## src/rtl/mcif_rd_cmd_pkg.sv

```systemverilog
// mcif_rd_cmd_pkg
// Shared definitions for the MCIF read command front end.
//   - Bit positions of the fields inside the read command payload
//     {len, base_addr, offset}; offset sits in the low 32 bits.
//   - AXI constants: INCR burst encoding and the ARSIZE derivation from
//     the data bus width.
`timescale 1ns/1ps

package mcif_rd_cmd_pkg;

    localparam int PD_OFFSET_LSB = 0;
    localparam int PD_OFFSET_W   = 32;
    localparam int PD_BASE_LSB   = 32;
    localparam int PD_BASE_W     = 32;
    localparam int PD_LEN_LSB    = 64;

    localparam logic [1:0] AXI_BURST_INCR = 2'b01;

    // ARSIZE encodes bytes-per-beat as a power of two.
    function automatic logic [2:0] axi_size(input int data_w);
        return 3'($clog2(data_w / 8));
    endfunction

endpackage

```

## src/rtl/mcif_len_fifo.sv

```systemverilog
// mcif_len_fifo
// Small synchronous FIFO holding the len field of every issued AR burst so
// the R-side beat counter can compare against the burst it is receiving.
// Depth must be a power of two.
// Ports:
//   clk, rst_n  : clock, asynchronous active-low reset
//   push_i      : write data_i at the tail
//   data_i      : len of the burst just issued
//   pop_i       : drop the head entry
//   data_o      : head entry (valid when empty_o is low)
//   empty_o     : FIFO holds no entries
`timescale 1ns/1ps

module mcif_len_fifo #(
    parameter int DEPTH = 8,
    parameter int WIDTH = 4
) (
    input  logic             clk,
    input  logic             rst_n,
    input  logic             push_i,
    input  logic [WIDTH-1:0] data_i,
    input  logic             pop_i,
    output logic [WIDTH-1:0] data_o,
    output logic             empty_o
);

    localparam int PTR_W = $clog2(DEPTH);

    logic [WIDTH-1:0] mem_q [DEPTH];
    // One extra pointer bit distinguishes full from empty.
    logic [PTR_W:0]   wr_ptr_q, rd_ptr_q;

    assign empty_o = (wr_ptr_q == rd_ptr_q);
    assign data_o  = mem_q[rd_ptr_q[PTR_W-1:0]];

    always_ff @(posedge clk or negedge rst_n) begin
        if (!rst_n) begin
            wr_ptr_q <= '0;
            rd_ptr_q <= '0;
        end else begin
            if (push_i) wr_ptr_q <= wr_ptr_q + 1'b1;
            if (pop_i)  rd_ptr_q <= rd_ptr_q + 1'b1;
        end
    end

    always_ff @(posedge clk) begin
        if (push_i) mem_q[wr_ptr_q[PTR_W-1:0]] <= data_i;
    end

endmodule

```

## src/rtl/mcif_rd_cmd.sv

```systemverilog
// mcif_rd_cmd
// Read-side MCIF front end. Each DMA read command {len, base_addr, offset}
// becomes one AXI4 INCR burst on AR; R beats are passed straight back to
// the requester. Outstanding bursts are limited to MAX_OUTSTANDING.
// Optional feature macro: MCIF_RD_LEN_CHECK_EN enables per-burst beat count
// checking (sticky len_err); without it len_err is tied low.
// Ports:
//   clk, rst_n                      : clock, asynchronous active-low reset
//   rd_req_vld/rdy/pd               : command handshake and payload
//   m_ar*                           : AXI read address channel
//   m_rvalid/rready/rdata/rlast     : AXI read data channel
//   rd_rsp_vld/rdy/pd               : response to requester {rlast, rdata}
//   idle                            : nothing held, nothing outstanding
//   len_err                         : sticky beat-count mismatch
`timescale 1ns/1ps

module mcif_rd_cmd
    import mcif_rd_cmd_pkg::*;
#(
    parameter int AXI_BURST_LEN   = 16,
    parameter int LOG2_BURST_LEN  = 4,
    parameter int DATA_W          = 256,
    parameter int MAX_OUTSTANDING = 8
) (
    input  logic                       clk,
    input  logic                       rst_n,
    input  logic                       rd_req_vld,
    output logic                       rd_req_rdy,
    input  logic [LOG2_BURST_LEN+63:0] rd_req_pd,
    output logic                       m_arvalid,
    input  logic                       m_arready,
    output logic [31:0]                m_araddr,
    output logic [7:0]                 m_arlen,
    output logic [2:0]                 m_arsize,
    output logic [1:0]                 m_arburst,
    input  logic                       m_rvalid,
    output logic                       m_rready,
    input  logic [DATA_W-1:0]          m_rdata,
    input  logic                       m_rlast,
    output logic                       rd_rsp_vld,
    input  logic                       rd_rsp_rdy,
    output logic [DATA_W:0]            rd_rsp_pd,
    output logic                       idle,
    output logic                       len_err
);

    localparam int CNT_W = $clog2(MAX_OUTSTANDING) + 1;
    localparam logic [CNT_W-1:0] CNT_MAX = CNT_W'(MAX_OUTSTANDING);

    if (AXI_BURST_LEN != (1 << LOG2_BURST_LEN)) begin : g_bad_burst_cfg
        $error("AXI_BURST_LEN must equal 2**LOG2_BURST_LEN");
    end

    logic                      cmd_vld_q, cmd_vld_d;
    logic [31:0]               cmd_addr_q, cmd_addr_d;
    logic [LOG2_BURST_LEN-1:0] cmd_len_q, cmd_len_d;
    logic [CNT_W-1:0]          outst_cnt_q, outst_cnt_d;

    logic req_fire, ar_fire, r_last_fire, cnt_dec;

    assign m_arvalid   = cmd_vld_q & (outst_cnt_q != CNT_MAX);
    assign ar_fire     = m_arvalid & m_arready;
    assign rd_req_rdy  = ~cmd_vld_q | ar_fire;
    assign req_fire    = rd_req_vld & rd_req_rdy;
    assign r_last_fire = m_rvalid & m_rready & m_rlast;
    // A last beat with nothing outstanding is a slave protocol error; the
    // counter stays at zero rather than wrapping.
    assign cnt_dec     = r_last_fire & (outst_cnt_q != '0);

    assign m_araddr  = cmd_addr_q;
    assign m_arlen   = 8'(cmd_len_q);
    assign m_arsize  = axi_size(DATA_W);
    assign m_arburst = AXI_BURST_INCR;

    assign rd_rsp_vld = m_rvalid;
    assign m_rready   = rd_rsp_rdy;
    assign rd_rsp_pd  = {m_rlast, m_rdata};

    assign idle = ~cmd_vld_q & (outst_cnt_q == '0);

    always_comb begin
        cmd_vld_d  = cmd_vld_q;
        cmd_addr_d = cmd_addr_q;
        cmd_len_d  = cmd_len_q;
        if (ar_fire) cmd_vld_d = 1'b0;
        if (req_fire) begin
            cmd_vld_d  = 1'b1;
            // Carry out of the 32-bit sum is intentionally dropped.
            cmd_addr_d = rd_req_pd[PD_BASE_LSB +: PD_BASE_W]
                       + rd_req_pd[PD_OFFSET_LSB +: PD_OFFSET_W];
            cmd_len_d  = rd_req_pd[PD_LEN_LSB +: LOG2_BURST_LEN];
        end
        outst_cnt_d = outst_cnt_q;
        if (ar_fire && !cnt_dec)      outst_cnt_d = outst_cnt_q + 1'b1;
        else if (!ar_fire && cnt_dec) outst_cnt_d = outst_cnt_q - 1'b1;
    end

    always_ff @(posedge clk or negedge rst_n) begin
        if (!rst_n) begin
            cmd_vld_q   <= 1'b0;
            cmd_addr_q  <= '0;
            cmd_len_q   <= '0;
            outst_cnt_q <= '0;
        end else begin
            cmd_vld_q   <= cmd_vld_d;
            cmd_addr_q  <= cmd_addr_d;
            cmd_len_q   <= cmd_len_d;
            outst_cnt_q <= outst_cnt_d;
        end
    end

`ifdef MCIF_RD_LEN_CHECK_EN
    logic [LOG2_BURST_LEN-1:0] head_len;
    logic                      fifo_empty;
    logic [LOG2_BURST_LEN-1:0] beat_cnt_q, beat_cnt_d;
    logic                      len_err_q, len_err_d;
    logic                      r_fire;

    assign r_fire = m_rvalid & m_rready;

    mcif_len_fifo #(
        .DEPTH (MAX_OUTSTANDING),
        .WIDTH (LOG2_BURST_LEN)
    ) u_len_fifo (
        .clk     (clk),
        .rst_n   (rst_n),
        .push_i  (ar_fire),
        .data_i  (cmd_len_q),
        .pop_i   (r_last_fire & ~fifo_empty),
        .data_o  (head_len),
        .empty_o (fifo_empty)
    );

    // beat_cnt is the zero-based index of the beat being accepted, so the
    // last beat of a burst is expected exactly when it equals len.
    always_comb begin
        beat_cnt_d = beat_cnt_q;
        if (r_last_fire)  beat_cnt_d = '0;
        else if (r_fire)  beat_cnt_d = beat_cnt_q + 1'b1;
        len_err_d = len_err_q;
        if (r_fire && !fifo_empty && (m_rlast != (beat_cnt_q == head_len)))
            len_err_d = 1'b1;
    end

    always_ff @(posedge clk or negedge rst_n) begin
        if (!rst_n) begin
            beat_cnt_q <= '0;
            len_err_q  <= 1'b0;
        end else begin
            beat_cnt_q <= beat_cnt_d;
            len_err_q  <= len_err_d;
        end
    end

    assign len_err = len_err_q;
`else
    assign len_err = 1'b0;
`endif

endmodule

```

## config.mk

```make
export PLATFORM = sky130hd
export DESIGN_NAME = mcif_rd_cmd
export DESIGN_NICKNAME = d
export VERILOG_FILES = /design/src/rtl/mcif_rd_cmd_pkg.sv /design/src/rtl/mcif_len_fifo.sv /design/src/rtl/mcif_rd_cmd.sv
export SDC_FILE = /design/constraint.sdc
export NUM_CORES = 1
export LEC_CHECK = 0
export CAP_MARGIN = 30
export CORE_AREA = 2 2 248 250
export CTS_CLUSTER_DIAMETER = 60
export DETAILED_ROUTE_END_ITERATION = 8
export DIE_AREA = 0 0 250 252
export PLACE_DENSITY = 0.45
export SLEW_MARGIN = 30
export SYNTH_ARGS = -nofsm -noshare
export SYNTH_HDL_FRONTEND = slang
export SYNTH_HIERARCHICAL = 1
export SYNTH_SLANG_ARGS = --single-unit
```

## constraint.sdc

```tcl
create_clock -name clk -period 3.1 [get_ports clk]
set_input_delay 0.31 -clock clk [delete_from_list [all_inputs] [get_ports clk]]
set_output_delay 0.31 -clock clk [all_outputs]
set_load 0.03 [all_outputs]
```

==> impl.org, run 1 <==
** Power
- Static leakage :: about 2.1 nW
- The design draws 3.04 mW.
- Highest ir drop seen on vdd :: 218 uV
- Dividing total power by cell area gives a power density of 530 nW/um^2.

** Clock tree
- The clock net in this run drives a total of 41 sinks.
- Post-cts resize count :: 0
- Total number of H-tree levels :: 2
- At the later pin of the worst-skew pair, clock insertion delay measures ~290 ps.
- The cell sitting at the root of the clock tree is a clkbuf_16.
- TritonCTS clock tree :: built
- The longest clock path from root to sink contains 2 buffers.
- After clock tree synthesis, the flow added hold-fix buffers numbering 0.
- The number of setup buffers added after CTS is 0.
- Counting the buffers created by CTS gives 5.
- Clock-pin slew was measured on the worst setup and hold paths at ~70 ps.

** Placement
- Placed cell areas :: 5590 um^2
- Pre-CTS setup slack :: roughly 35 ps
- Final estimated routing congestion in global placement :: 0.802
- Hpwl dp :: about 19000 um
- IO buf count :: 116
- The number of placed instances, taps included, is ~1300.

** Worst setup path
- The critical path is of the in -> reg type.
- CP top delay family :: compound AO/OA/AOI/OAI gates
- Flop-to-flop setup slack :: roughly 520 ps
- The worst setup path is launched from an input port.
- On the worst path, the slowest cell contributes a delay of roughly 430 ps.
- For this design, the slowest cell found on the critical path is a221oi_4.
- Data on the critical path arrives at its endpoint at 3030 ps.
- Data on the critical path is required at its endpoint by approximately 3300 ps.
- Together, buffers and inverters on the worst path number 1.
- Measured in cells, the most critical reg-to-reg path has a length of 10.
- Start of the worst register-to-register path :: outst_cnt_q[0]
- Largest fanout on the critical path :: 4
- The endpoint identified for the worst register-to-register timing path is outst_cnt_q[3].
- STA classifies the critical path endpoint as a register.
- Traced cell by cell, the critical path runs through clkdlybuf4s50_1 > ha_1 > fa_1 > a21o_1 > a221oi_4 > o211ai_2 > a21boi_4 > o21ai_1 > mux2_1 > nand4_1.

** Yosys
- Synthesis produced a netlist whose cell count is roughly 680.
- Syn Std Cell Area :: around 5400 um^2
- Sequential cell area fraction in the yosys report :: between 10% and 20%
- Mean area per synthesized cell :: around 8.1 um^2
- Post-synthesis sequential element count :: between 40 and 50
- Of all flip-flops after synthesis, the portion carrying an async set or reset was 100%.
- Number of distinct library cell variants in the gate-level netlist after synthesis :: 58
- Number of synthesis warnings :: 6
- The most used flip-flop cell after synthesis is dfrtp_1.
- Number of enable flip-flop cells after synthesis :: 0

** Job
- Across the run, the number of max-cap violations was 0.

** Global route
- Global router's overall resource usage :: under 10%
- The via count of the first global-routing pass came to ~4200.
- First-pass GRT wire length :: 30800 um
- The number of antenna violations at the first check in global routing came to 9.
- Pin count of the biggest net entering global routing :: 42
- Summed over all layers, the global routing overflow is 0.

** Routing
- For this run, the detailed router's first-pass iteration total came to 4.
- In the routed layout, each cell is associated on average with a via count of a little under 3.
- Wire length per cell :: 17.1 um
- The routed layout has 3891 vias.
- Number of nets still failing antenna checks after routing :: 0
- After detailed routing, the total wire length is 22400 um.
- 1st-iter DRT viols :: 201
- Total DRC errors in the routed layout :: 0

** Die
- Effective utilization at floorplan :: roughly 9.1%
- Die Span Y :: around 250 um
- The floorplan step set the die width to between 200 and 300 um.
- For this design the top-level I/O count stands at approximately 640.
- Core Rows :: 90
- Total Die Area :: 63000 um^2
- Core Box Area :: approximately 60000 um^2

** Timing
- Final setup margin :: ~300 ps
- The tightest hold path in the finished design has a slack of around 7.9 ps.
- Fraction of the cycle the final worst path needs :: between 90% and 100%
- Headroom to the max-slew limit came out at a little over half.
- Setup violators final :: 0
- The worst path needs roughly 2800 ps of the cycle, external delays included.
- Total count of hold-check failures in the final report :: 0
- RSZ-0062 raised after global routing :: no
- Final setup skew :: between 5 and 6 ps
- Static timing analysis puts the maximum clock frequency at around 0.36 GHz.
- Sum of negative setup slack :: 0 ps
- Final-report max-slew violation count :: 0
- For the pin with the worst max-slew slack, the measured transition is between 700 and 800 ps.

** Layout
- Leaving out fill and tap cells, the most frequent cell in the layout is clkdlybuf4s50_1.
- Most frequent cells in the layout :: clkdlybuf4s50_1 (115), nand2_1 (65), dfrtp_1 (41)
- For this run, the share of the core covered by cells in the final layout is under 10%.
- With fillers left out, the area of the finished cells amounts to 5740 um^2.
- Layout area overhead :: 5.45%
- Cells with a size suffix above 1 make up slightly below 7% of the layout.
- For this run, the post-layout net count is 897.
- Once layout is complete, the cells apart from fillers number between 1000 and 1500.

** Run status
- The flow ran to the end, and the final reports show no timing, DRC or antenna violations.

** Worst hold path
- The tightest min-delay check is of the in -> async type.
-- worst max path at each step --
stage | startpoint | end | slack, ps | depth (start not counted)
3_3_place_gp | rd_req_pd[0] | m_araddr[28] | 70 | 10
2_1_floorplan | outst_cnt_q[0] | outst_cnt_q[3] | 680 | 10
5_1_grt | rd_req_pd[0] | m_araddr[26] | 200 | 10
4_1_cts | rd_req_pd[0] | m_araddr[28] | 340 | 10
3_5_place_dp | rd_req_pd[0] | m_araddr[28] | 30 | 10
6_report | rd_req_pd[0] | m_araddr[28] | 300 | 10
-- cell families (layout without fill, tap and decap cells) --
logic type	count (synthesis)	after routing	synth area share, %
multiplexers	4	4	0.804
adder cells (fa/ha/maj)	36	36	8.55
buffers and inverters	295	141	39.1
AND/OR/NAND/NOR	137	137	11.6
flip-flops	41	41	18.8
other	2	11	0.138
AO/OA/AOI/OAI	132	132	16.3
XOR/XNOR	29	29	4.66
-- sequential cells by signal (all words and copies together), names as in the netlist --
signal	cells
cmd_len_q	4
cmd_vld_q	1
m_araddr	32
outst_cnt_q	4
-- layer usage --
metal,track usage (%),vias up,wire [um]
li1,-,1711,-
met1,6.23,1711,7220
met2,11.6,328,10600
met3,4.71,125,3320
met4,3.58,16,1170
met5,0,-,96
-- cell type report --
| type | count | area, um^2 |
|---|---|---|
| diodes | 1 | 2.50 |
| flip-flops and latches | 41 | 1030 |
| clock buffers | 6 | 139 |
| repair buffers | 127 | 1240 |
| inverters | 7 | 26.3 |
| fillers | 7008 | 54400 |
| multi-input cells | 348 | 2320 |
| well taps | 782 | 978 |
| clock inverters | 1 | 7.51 |
-- report_power, final --
group / internal, mW / switching, mW / total (mW)
registers: 0.719 / 0.125 / 0.844
logic: 0.685 / 0.964 / 1.65
clock network: 0.317 / 0.235 / 0.552
-- cell usage after synthesis, drive strengths merged (2+ instances only) --
master	instances	area share [%]
nand3	12	1.1
nor2	23	1.6
o21a	5	0.69
o211ai	4	0.74
nand2	66	4.5
fa	2	0.74
and3	4	0.46
o31ai	2	0.37
ha	34	7.8
xnor2	14	2.3
buf	278	38
a21boi	3	0.62
nand3b	4	0.55
and2	2	0.23
mux2	3	0.62
o31a	2	0.32
a21o	14	2.0
xor2	15	2.4
nor3	7	0.64
a21oi	34	3.3
a31oi	5	0.69
a211oi	6	1.0
a221oi	3	0.80
dfrtp	41	19
clkbuf	10	0.74
inv	7	0.48
o22ai	2	0.23
conb	2	0.14
nand4	12	1.4
o21ai	44	4.0
Power figures use the tool's default switching activity.
==> run 2, diff against run 1 <==
Settings changed: SKIP_LAST_GASP set to 1.
==> results of run 2 <==
No change in the layout: final DEF, timing and power equal those of run 1.
